### src/rtl/rs_pkg.sv
// Shared types and constants for the integer reservation station.
// Latency: n/a (types and constants only).
// Backpressure: n/a. Entry fields: busy, op, ROB tag, two operands (value/ready/producer tag).
package rs_pkg;

    localparam int RS_XLEN    = 32;
    localparam int RS_TAG_W   = 4;
    localparam int RS_ALUOP_W = 4;

    // ALU operation encodings shared with the issue stage and the ALU.
    localparam logic [RS_ALUOP_W-1:0] ALU_ADD  = 4'd0;
    localparam logic [RS_ALUOP_W-1:0] ALU_SUB  = 4'd1;
    localparam logic [RS_ALUOP_W-1:0] ALU_AND  = 4'd2;
    localparam logic [RS_ALUOP_W-1:0] ALU_OR   = 4'd3;
    localparam logic [RS_ALUOP_W-1:0] ALU_XOR  = 4'd4;
    localparam logic [RS_ALUOP_W-1:0] ALU_SLL  = 4'd5;
    localparam logic [RS_ALUOP_W-1:0] ALU_SRL  = 4'd6;
    localparam logic [RS_ALUOP_W-1:0] ALU_SRA  = 4'd7;
    localparam logic [RS_ALUOP_W-1:0] ALU_SLT  = 4'd8;
    localparam logic [RS_ALUOP_W-1:0] ALU_SLTU = 4'd9;

    // One reservation-station slot. Widths follow the package defaults;
    // the alu_rs width parameters must stay equal to them.
    typedef struct packed {
        logic                  busy;
        logic [RS_ALUOP_W-1:0] op;
        logic [RS_TAG_W-1:0]   tag;
        logic [RS_XLEN-1:0]    v1;
        logic                  r1;
        logic [RS_TAG_W-1:0]   q1;
        logic [RS_XLEN-1:0]    v2;
        logic                  r2;
        logic [RS_TAG_W-1:0]   q2;
    } rs_entry_t;

endpackage

### src/rtl/rs_pick.sv
// Lowest-index priority picker: N-bit request vector -> one-hot grant + valid.
// Latency: purely combinational, zero cycles.
// Backpressure: none; ports req_i (in), gnt_o (one-hot out), vld_o (any request).
module rs_pick #(
    parameter int N = 4
) (
    input  logic [N-1:0] req_i,
    output logic [N-1:0] gnt_o,
    output logic         vld_o
);

    // Two's-complement trick isolates the lowest set bit.
    assign gnt_o = req_i & (~req_i + N'(1));
    assign vld_o = |req_i;

endmodule

### src/rtl/alu_rs.sv
// Integer ALU reservation station: issue alloc, CDB wakeup/bypass, lowest-index dispatch.
// Latency: ready-at-issue op dispatches one edge after allocation; CDB-woken op one edge after wakeup.
// Backpressure: full_o stalls issue; ex_* output register holds while ex_valid && !ex_ready.
// Ports: clk/rst (async active-low), flush, in_* issue write, cdb_* broadcast,
//        full_o/count_o occupancy, ex_* dispatch with ex_valid/ex_ready handshake.
module alu_rs
    import rs_pkg::*;
#(
    parameter int DEPTH   = 4,
    parameter int XLEN    = RS_XLEN,
    parameter int TAG_W   = RS_TAG_W,
    parameter int ALUOP_W = RS_ALUOP_W
) (
    input  logic                     clk,
    input  logic                     rst,
    input  logic                     flush,
    input  logic                     in_en,
    input  logic [ALUOP_W-1:0]       in_alu_op,
    input  logic [TAG_W-1:0]         in_tag,
    input  logic [XLEN-1:0]          in_rs1_value,
    input  logic                     in_rs1_rdy,
    input  logic [TAG_W-1:0]         in_rs1_q,
    input  logic [XLEN-1:0]          in_rs2_value,
    input  logic                     in_rs2_rdy,
    input  logic [TAG_W-1:0]         in_rs2_q,
    input  logic                     cdb_valid,
    input  logic [TAG_W-1:0]         cdb_tag,
    input  logic [XLEN-1:0]          cdb_value,
    output logic                     full_o,
    output logic [$clog2(DEPTH):0]   count_o,
    output logic                     ex_valid,
    input  logic                     ex_ready,
    output logic [ALUOP_W-1:0]       ex_alu_op,
    output logic [XLEN-1:0]          ex_a,
    output logic [XLEN-1:0]          ex_b,
    output logic [TAG_W-1:0]         ex_tag
);

    localparam int CNT_W = $clog2(DEPTH) + 1;

    rs_entry_t              ent_q [DEPTH];
    rs_entry_t              ent_d [DEPTH];
    logic                   ex_valid_q, ex_valid_d;
    logic [ALUOP_W-1:0]     ex_op_q,    ex_op_d;
    logic [XLEN-1:0]        ex_a_q,     ex_a_d;
    logic [XLEN-1:0]        ex_b_q,     ex_b_d;
    logic [TAG_W-1:0]       ex_tag_q,   ex_tag_d;

    logic [DEPTH-1:0]       free_req, alloc_gnt;
    logic [DEPTH-1:0]       rdy_req,  sel_gnt;
    logic                   alloc_vld, sel_vld;
    logic [CNT_W-1:0]       count;
    logic                   full;
    logic                   out_free;
    logic                   do_alloc;
    logic                   byp1, byp2;
    rs_entry_t              pick;

    // Occupancy and candidate vectors come from registered state only, so a
    // slot freed by dispatch this cycle is not reallocated until next cycle.
    always_comb begin
        count    = '0;
        free_req = '0;
        rdy_req  = '0;
        for (int i = 0; i < DEPTH; i++) begin
            count       = count + CNT_W'(ent_q[i].busy);
            free_req[i] = !ent_q[i].busy;
            rdy_req[i]  = ent_q[i].busy && ent_q[i].r1 && ent_q[i].r2;
        end
    end

    assign full = (count == CNT_W'(DEPTH));

    rs_pick #(.N(DEPTH)) u_alloc_pick (
        .req_i (free_req),
        .gnt_o (alloc_gnt),
        .vld_o (alloc_vld)
    );

    rs_pick #(.N(DEPTH)) u_sel_pick (
        .req_i (rdy_req),
        .gnt_o (sel_gnt),
        .vld_o (sel_vld)
    );

    assign out_free = !ex_valid_q || ex_ready;
    assign do_alloc = in_en && !full && alloc_vld;

    // Same-cycle CDB bypass for operands the issue stage saw as not ready.
    assign byp1 = !in_rs1_rdy && cdb_valid && (cdb_tag == in_rs1_q);
    assign byp2 = !in_rs2_rdy && cdb_valid && (cdb_tag == in_rs2_q);

    // Selected entry contents (one-hot grant, so at most one term matches).
    always_comb begin
        pick = '0;
        for (int i = 0; i < DEPTH; i++) begin
            if (sel_gnt[i]) pick = ent_q[i];
        end
    end

    always_comb begin
        for (int i = 0; i < DEPTH; i++) begin
            ent_d[i] = ent_q[i];
            // Wakeup: both operands may capture the same broadcast.
            if (ent_q[i].busy && cdb_valid) begin
                if (!ent_q[i].r1 && ent_q[i].q1 == cdb_tag) begin
                    ent_d[i].v1 = cdb_value;
                    ent_d[i].r1 = 1'b1;
                end
                if (!ent_q[i].r2 && ent_q[i].q2 == cdb_tag) begin
                    ent_d[i].v2 = cdb_value;
                    ent_d[i].r2 = 1'b1;
                end
            end
            if (out_free && sel_gnt[i]) begin
                ent_d[i].busy = 1'b0;
            end
            // Allocation only targets slots that were free in registered state.
            if (do_alloc && alloc_gnt[i]) begin
                ent_d[i].busy = 1'b1;
                ent_d[i].op   = in_alu_op;
                ent_d[i].tag  = in_tag;
                ent_d[i].v1   = byp1 ? cdb_value : in_rs1_value;
                ent_d[i].r1   = in_rs1_rdy || byp1;
                ent_d[i].q1   = in_rs1_q;
                ent_d[i].v2   = byp2 ? cdb_value : in_rs2_value;
                ent_d[i].r2   = in_rs2_rdy || byp2;
                ent_d[i].q2   = in_rs2_q;
            end
            if (flush) begin
                ent_d[i].busy = 1'b0;
            end
        end

        ex_valid_d = ex_valid_q;
        ex_op_d    = ex_op_q;
        ex_a_d     = ex_a_q;
        ex_b_d     = ex_b_q;
        ex_tag_d   = ex_tag_q;
        if (out_free) begin
            ex_valid_d = sel_vld;
            if (sel_vld) begin
                ex_op_d  = pick.op;
                ex_a_d   = pick.v1;
                ex_b_d   = pick.v2;
                ex_tag_d = pick.tag;
            end
        end
        if (flush) begin
            ex_valid_d = 1'b0;
        end
    end

    always_ff @(posedge clk or negedge rst) begin
        if (!rst) begin
            for (int i = 0; i < DEPTH; i++) begin
                ent_q[i] <= '0;
            end
            ex_valid_q <= 1'b0;
            ex_op_q    <= '0;
            ex_a_q     <= '0;
            ex_b_q     <= '0;
            ex_tag_q   <= '0;
        end else begin
            for (int i = 0; i < DEPTH; i++) begin
                ent_q[i] <= ent_d[i];
            end
            ex_valid_q <= ex_valid_d;
            ex_op_q    <= ex_op_d;
            ex_a_q     <= ex_a_d;
            ex_b_q     <= ex_b_d;
            ex_tag_q   <= ex_tag_d;
        end
    end

    assign full_o    = full;
    assign count_o   = count;
    assign ex_valid  = ex_valid_q;
    assign ex_alu_op = ex_op_q;
    assign ex_a      = ex_a_q;
    assign ex_b      = ex_b_q;
    assign ex_tag    = ex_tag_q;

endmodule
### config.mk
export PLATFORM = sky130hd
export DESIGN_NAME = alu_rs
export DESIGN_NICKNAME = d
export VERILOG_FILES = /design/src/rtl/rs_pkg.sv /design/src/rtl/rs_pick.sv /design/src/rtl/alu_rs.sv
export SDC_FILE = /design/constraint.sdc
export NUM_CORES = 1
export LEC_CHECK = 0
export BUFFER_PORTS_ARGS = -buffer_cell sky130_fd_sc_hd__buf_2
export CAP_MARGIN = 10
export CORE_UTILIZATION = 30
export DETAILED_ROUTE_END_ITERATION = 7
export PLACE_DENSITY = 0.56
export SYNTH_ARGS = -nofsm -noshare
export SYNTH_HDL_FRONTEND = slang
export SYNTH_SLANG_ARGS = --single-unit
### constraint.sdc
create_clock -name clk -period 9.9 [get_ports clk]
set_clock_uncertainty 0.2 [all_clocks]
set_input_delay 1.98 -clock clk [delete_from_list [all_inputs] [get_ports clk]]
set_output_delay 1.98 -clock clk [all_outputs]
set_load 0.05 [all_outputs]
* After elaboration in Yosys (flattened, before gate mapping)
Index checks and enable logic that the tools add are counted.
Operators by class: reduce and logical (&&, ||, !) cells 81, add/sub/neg operators 5, bitwise gates (word level) 4, muxes and demuxes 36, eq/ne operators 11
Operators by type and width (count):
- 33-bit two-way mux | 16
- 83-bit two-way mux | 4
- 82-bit two-way mux | 4
- 32-bit two-way mux | 2
- 4-bit == test | 10
- 1-bit logical AND | 34
- 2-bit nonzero test | 13
- 2-bit AND reduction | 9
- 1-bit zero test | 16
- 3-bit nonzero test | 4
- 1-bit two-way mux | 10
- 4-bit by 1-bit adder with 4-bit output (second input constant) | 2
- 4-bit AND | 2
- 4-bit NOT | 2
- 4-bit OR reduction | 2
- 2-bit by 1-bit adder with 3-bit output | 1
- 3-bit by 1-bit adder with 3-bit output | 1
- 3-bit == test (second input constant) | 1
- 1-bit logical OR | 3
- 1-bit by 1-bit adder with 2-bit output | 1
Storage, ports and cells: output and inout port bits 77, register bits after elaboration 405, input bits 124, word-level logic and storage cells 178

* Logic depth before layout (Yosys ltp)
Gate-level depths: netlist of the first run.
depth after elaboration 10, mapped depth 12, depth with buffers taken out 9

* Cells and area by module
A second synthesis of the first run with hierarchy kept.
Second synthesis, totals: cells, all modules 1882, area total of the unflattened synthesis 18756.7 µm²
Modules (own cells, without submodules):
- alu_rs | cells each 1872, instances 1, sequential area each 10134.7 µm², area an instance 18681.7 µm²
- rs_pick | cells each 5, instances 2, sequential area each 0.0 µm², area an instance 37.5 µm²

* Worst setup path after synthesis of the first run
No wires, ideal clock.
path type register -> output, start register ent_q[82] in the netlist's numbering, end output full_o, arrival time 2384 ps, buffers on the path 0, slack 5336 ps, cell stages (with the launch flop) 6, data required time 7720 ps, cell sequence dfrtp_1 fa_1 ha_1 ha_1 or3b_2 inv_2
Between the ends: word-level cells in the longest chain between the ends 2
Ends and longest elaborated chain:
- start: declaration | line alu_rs.sv:41 | rs_entry_t ent_q [DEPTH];
- start signal: indexed assignment | line alu_rs.sv:166 | ent_q[i] <= ent_d[i];
- 3-bit by 1-bit adder with 3-bit output | line alu_rs.sv:66 | count = count + CNT_W'(ent_q[i].busy);
- named net count_o[1] | line alu_rs.sv:30 | output logic [$clog2(DEPTH):0] count_o,
- 3-bit == test | line alu_rs.sv:72 | assign full = (count == CNT_W'(DEPTH));
- end: declaration | line alu_rs.sv:29 | output logic full_o,
The timed path passes the listed nets, and every way through them passes these cells.

* Worst setup path after layout of the first run
start register ent_q[331] in the netlist's numbering, end output full_o
Between the ends: word-level cells in the longest chain between the ends 4
Ends and longest elaborated chain (line):
- 1-bit by 1-bit adder with 2-bit output | alu_rs.sv:66
- 2-bit by 1-bit adder with 3-bit output | alu_rs.sv:66
- 3-bit by 1-bit adder with 3-bit output | alu_rs.sv:66
- 3-bit == test | alu_rs.sv:72
Every way passes these cells.

==> impl_results.md, run 1 <==
- Slowest CP cell: dfrtp_1
- Max H-tree Level: 2
- Main synth FF type: dfrtp_1
- Core box area: 0.06458 mm^2
- RSZ-0062 raised after global routing: false
- Max cap viols: 0
- CTS max path bufs: 3
- Drt pass-1 iters: 8
- Maximum VDD drop: about 0.00012 V
- Area grow syn2layout: 17.73%
- Final hold vios: 0
- Starting Density: 0.3046
- RR Startpoint: ent_q[331]$_DFFE_PN0P_
- CP most frequent cell: ha_1
- Minimum clock period: around 5.3 ns
- Clk sinks: 405
- Min-delay src: ent_q[80]$_DFFE_PN0N_
- Die extent in x: approximately 260 um
- Clk slew on worst S/H paths: 0.06 ns
- #FFs+latches synth: a little over 400
- Critical Path, Cell by Cell: fa_1, ha_1, ha_1, or3b_2, inv_2, buf_2
- Post-synth ARST share: 1.000
- Commonest non-fill, non-tap cells in the layout: dfrtp_1 (405), nand2_1 (248), buf_2 (199)
- Detailed Place HPWL: between 40000 and 50000 um
- Layout cells sized above 1: 0.2753
- DR vias: between 15000 and 20000
- Delay of the slowest critical-path stage: just over 0.6 ns
- Fillers: 6484
- TNS Setup: 0 ns
- Largest net degree at the start of global routing: 154
- Crit path max fanout: 9
- Die area: ~0.067 mm^2
- Dpl cell area: 0.02148 mm^2
- Dpl cells: just under 3000
- CP required: between 7 and 8 ns
- Syn Area/Cell: 9.905 um^2
- RePlAce Congestion: around 0.79
- WL/cell: ~26 um
- Most common cell after layout, fill and taps aside: dfrtp_1
- Worst-case reg-to-reg path depth: 10
- Post-CTS Hold Buffers: 0
- Fmax: about 190 MHz
- Worst slew pin tran: between 1 and 1.5 ns
- Overall Global Routing Usage: 0.2282
- Vias in the first global route: between 15000 and 20000
- Number of synthesized flops with an enable pin: 0
- Run status: complete, no violations
- Worst-Skew Late Latency: roughly 0.6 ns
- Critical Path AT: 3.10 ns
- Die height: around 260 um
- Setup Fix Bufs, Post-CTS: 0
- Final net count: about 2200
- Post-Syn Area: 0.01967 mm^2
- Worst Setup SP: ent_q[331]$_DFFE_PN0P_
- Syn Nets: 2114
- Power per cell area: 260.8 mW/mm^2
- Antenna violations before repair: 14
- Crit Path Category: reg -> out
- Resize count post-CTS: 0
- Max-slew violations: 0
- First-pass GRT wire length: 116500 um
- Vias/cell: about 6
- Final Cycle Share: 0.5331
- Post-route cell area: around 0.023 mm^2
- Port bufs: 200
- First DRT Iteration DRCs: around 1800
- Gr ovfl total: 0
- Post-route ant nets: 0
- Post-synthesis cell count: around 2000
- Synth warn: 0
- Crit. End Element: primary output
- Worst hold path depth: 2
- CTS tree: yes
- Leakage: approximately 0.0099 uW
- Worst slew margin: 0.1400
- Final setup viols: 0
- Worst hold path class: reg -> reg
- CP Launch Type: flop
- Register area share after synthesis: 0.5152
- Top Ports: approximately 200
- Residual DRC: 0
- Root Driver: clkbuf_16
- WL final: 76820 um
- Finished Layout Cells: between 2000 and 3000
- Num CTS Buffers: between 40 and 50
- Netlist cell types: 48
- Rows: 93
-- critical path: cells and delay by family, from the launching register on --
family / cells / cell delay [ns]
AND/OR/NAND/NOR: 1 / 0.51
buffers and inverters: 2 / 0.39
flip-flops: 1 / 0.62
adder cells (fa/ha/maj): 3 / 0.99
-- state kept, by name, indices dropped and copies added, names as in the netlist --
| name | count |
|---|---|
| ex_a | 32 |
| ex_b | 32 |
| ex_alu_op | 4 |
| ex_valid | 1 |
| ex_tag | 4 |
| ent_q | 332 |
-- through the flow --
step             util  total power, uW  worst slack [ns]  hold WS [ns]
2_1_floorplan       -             3625             5.336        0.2397
3_3_place_gp   0.3326             4146             4.800        0.2575
3_5_place_dp   0.3326             4189             4.754        0.2623
4_1_cts        0.3583             6072             4.601        0.2770
5_1_grt        0.3585             6319             4.516        0.2921
6_report       0.3586             6041             4.622        0.2696
-- cells in the mapped netlist, drive strengths merged (4+ instances only) --
cell type / instances / area [um^2]
o221ai: 48 / 420.4
nand2b: 36 / 225.2
clkbuf: 133 / 499.2
a21oi: 137 / 685.7
a31oi: 49 / 306.5
o22ai: 29 / 181.4
o21a: 4 / 30.03
xor2: 13 / 113.9
xnor2: 27 / 236.5
nor4: 8 / 50.05
o22a: 4 / 35.03
buf: 52 / 261.5
dfrtp: 405 / 10130
nand3: 39 / 195.2
inv: 59 / 221.5
nand2: 251 / 942.2
or3: 164 / 1026
nor3: 35 / 175.2
nor2: 152 / 575.6
a221oi: 28 / 245.2
o221a: 196 / 2207
o21ai: 55 / 275.3
mux2: 32 / 360.4
-- path summary, 6_finish.rpt --
| kind | endpoint | slack [ns] |
|---|---|---|
| worst max-delay path | full_o | 4.62 |
| worst min-delay path | ent_q[80]$_DFFE_PN0N_ | 0.27 |
| worst max register to register | ent_q[200]$_DFFE_PN0P_ | 5.02 |
| worst min register to register | ent_q[80]$_DFFE_PN0N_ | 0.27 |
| max in group asynchronous | ent_q[185]$_DFFE_PN0P_ | 6.62 |
| min in group asynchronous | ent_q[198]$_DFFE_PN0P_ | 1.22 |
-- logic make-up after synthesis --
logic type | after synthesis | synth area share
simple gates | 703 | 0.1694
compound gates | 558 | 0.2264
flops | 405 | 0.5152
buf+inv | 244 | 0.04993
xor+xnor | 40 | 0.01781
mux | 32 | 0.01832
fa+ha+maj | 4 | 0.002926
-- metal layers --
layer  global-route usage  vias up  part of all wire  wire length, um
met5                    0        -            0.0013               97
met4              0.07232       18             0.030             2311
met3              0.05241      176             0.087             6647
met2               0.3615      845              0.46            35110
met1               0.3076     8903              0.43            32660
li1                     -     7512                 -                -
-- where the power goes --
group / switching (uW) / total (uW) / internal, uW
Sequential: 284 / 2390 / 2110
Clock: 747 / 1870 / 1120
Combinational: 1140 / 1780 / 638
Total: 2180 / 6040 / 3870
-- cell type report --
class / instances / area [um^2] / share of cell area
Inverter: 59 / 221.5 / 0.009562
Clock inverter: 14 / 192.7 / 0.008320
Tap cell: 855 / 1070 / 0.04619
Antenna cell: 6 / 15.01 / 0.0006483
Timing Repair Buffer: 233 / 1271 / 0.05489
Multi-Input combinational cell: 1337 / 8790 / 0.3795
Sequential cell: 405 / 10130 / 0.4376
Clock buffer: 73 / 1465 / 0.06326
(Power assumes the default switching activity.)
==> run 2, diff against run 1 <==
- clock period: 9.9 -> 5.3 ns (I/O delays scaled with it)
==> impl_results.md, run 2 (synthesized netlist as in run 1, its figures left out) <==
- WL/cell: 25.67 um (-0.37%)
- Post-route setup slack: 0.7654 ns (-3.857 ns)
- Detailed Place HPWL: 45340 um (+2.7%)
- Placement Setup Slack: 0.9418 ns (-3.812 ns)
- Layout cells sized above 1: 0.2740 (-0.001331)
- Fillers: 6512 (+0.43%)
- Rows: 93 (unchanged)
- Final hold vios: 0 (unchanged)
- Fmax: ~220 MHz
- Critical Path, Cell by Cell: fa_1, ha_1, ha_1, or3b_2, inv_2, or4b_4, nor2_4, nand2b_2, o221a_2
- DR vias: 17500 (+0.29%)
- Max reg flops: 332 (unchanged)
- Max H-tree Level: 2 (unchanged)
- Min-Delay Endpoint: ent_q[80]$_DFFE_PN0N_
- Maximum VDD drop: 0.0002379 V (+96%)
- RSZ-0062 raised after global routing: false
- Worst-Skew Late Latency: 0.61 ns (about the same)
- First DRT Iteration DRCs: 1577 (-12%)
- Buf/Inv on CP: 1 (-1)
- First-pass GRT wire length: 116200 um (-0.23%)
- Clk sinks: 405 (unchanged)
- Die area: 0.06660 mm^2 (unchanged)
- Delay of the slowest critical-path stage: 0.74 ns (+0.12 ns)
- Run status: complete, no violations
- Num CTS Buffers: 47 (unchanged)
- CTS tree: yes
- Gr ovfl total: 0 (unchanged)
- Final Cycle Share: 0.8556
- Antenna violations before repair: 18 (+4)
- Port bufs: 200 (unchanged)
- Vias/cell: 5.862 (+0.15%)
- Crit Path Category: reg -> reg
- Largest net degree at the start of global routing: 128 (-17%)
- Starting Density: 0.3046 (unchanged)
- CTS max path bufs: 3 (unchanged)
- Largest delay contributor family on the critical path: simple AND/OR/NAND/NOR gates
- Area grow syn2layout: 17.49%
- Most common cell after layout, fill and taps aside: dfrtp_1
- Worst-case reg-to-reg path depth: 9 (-1)
- Final setup viols: 0 (unchanged)
- Commonest non-fill, non-tap cells in the layout: dfrtp_1 (405), nand2_1 (248), buf_2 (199)
- Worst slew margin: 0.07896 (-0.06109)
- Worst Setup SP: ent_q[165]$_DFFE_PN0P_
- Clk slew on worst S/H paths: 0.06 ns (about the same)
- CP Launch Type: flop
- Leakage: 0.009910 uW (-0.30%)
- RR Startpoint: ent_q[165]$_DFFE_PN0P_
- Reg2reg end: ent_q[108]$_DFFE_PN0P_
- Worst hold path depth: 2 (unchanged)
- CP required: 5.57 ns (-2.15 ns)
- Root Driver: clkbuf_16
- Drt pass-1 iters: 7 (-1)
- Slowest CP cell: nand2b_2
- CP most frequent cell: ha_1
- Min-delay src: ent_q[80]$_DFFE_PN0N_
- Crit. End Element: flop
- TNS Setup: 0 ns (unchanged)
- RePlAce Congestion: 0.8458 (+6.4%)
- Max cap viols: 0 (unchanged)
- Die height: 258.1 um (unchanged)
- Power per cell area: 478.1 mW/mm^2 (+83%)
- Residual DRC: 0 (unchanged)
- Setup Fix Bufs, Post-CTS: 0 (unchanged)
- Post-route ant nets: 0 (unchanged)
- Vias in the first global route: 17860 (+0.68%)
- Resize count post-CTS: 0 (unchanged)
- Reg2Reg Setup Slack: 0.77 ns (-4.25 ns)
- Most flop-heavy register: ent_q
- Final total power: 11050 uW (+83%)
- Overall Global Routing Usage: 0.2282 (about the same)
- Minimum clock period: between 4 and 5 ns
- Crit path max fanout: 32 (+23)
- Top Ports: 201 (unchanged)
- Worst slew pin tran: 1.378 ns (+0.09142 ns)
- Worst hold path class: reg -> reg
- WL final: 76640 um (-0.24%)
- Post-CTS Hold Buffers: 0 (unchanged)
- Max-slew violations: 0 (unchanged)
- Core box area: 0.06458 mm^2 (unchanged)
- Die extent in x: 258.1 um (unchanged)
- Final net count: 2217 (+0.27%)
- Critical Path AT: 4.80 ns (+1.70 ns)
run 2: cell types whose count changed in the layout (fill, tap and decap cells not counted), moves of 2 or more:
cell / change
buf_12: +3
buf_4: +3
clkbuf_1: +5
clkbuf_8: -10
clkinv_2: +2
clkinvlp_4: +2
run 2: tightest hold or removal path, cell delays in order, from the launching register on:
cell	delay, ns
dfrtp_1	0.34
nand2_1	0.05
nand2_1	0.05
run 2: final cells by class:
| cell class | count | area (um^2) | area share |
|---|---|---|---|
| Antenna cell | 7 | 17.52 | 0.0007579 |
| Clock buffer | 68 | 1346 | 0.05825 |
| Clock inverter | 16 | 178.9 | 0.007741 |
| Inverter | 59 | 221.5 | 0.009582 |
| Multi-Input combinational cell | 1337 | 8790 | 0.3803 |
| Sequential cell | 405 | 10130 | 0.4385 |
| Tap cell | 855 | 1070 | 0.04629 |
| Timing Repair Buffer | 239 | 1354 | 0.05858 |
run 2: per-stage QoR:
stage | utilization | hold slack [ns] | instance area [um^2] | cells
floorplan | - | 0.2397 | 19670 | 1986
finish | 0.3579 | 0.2730 | 23110 | 2986
global placement | 0.3337 | 0.2512 | 21550 | 2894
global route | 0.3578 | 0.2974 | 23110 | 2985
detailed placement | 0.3340 | 0.2619 | 21570 | 2895
CTS | 0.3576 | 0.2767 | 23090 | 2979
run 2: per-layer routing:
layer	up-vias	global-route usage	routed length, um
met2	929	0.3523	34910
met5	-	0	100
met3	162	0.06311	7318
met1	8879	0.3071	32170
li1	7516	-	-
met4	18	0.07692	2141
run 2: power by group:
group	internal (uW)	switching (uW)	leakage, uW
logic	1200	2130	0.00443
registers	3930	509	0.00473
clock network	1910	1370	0.000747
run 2: how the worst max path moves through the flow:
stage | end | slack [ns] | cells after the start
detailed placement | ent_q[115]$_DFFE_PN0P_ | 0.94 | 9
CTS | full_o | 0.89 | 6
global placement | ent_q[102]$_DFFE_PN0P_ | 1.04 | 9
finish | ent_q[108]$_DFFE_PN0P_ | 0.77 | 9
global route | ent_q[99]$_DFFE_PN0P_ | 0.71 | 9
floorplan | ent_q[66]$_DFFE_PN0P_ | 1.41 | 10
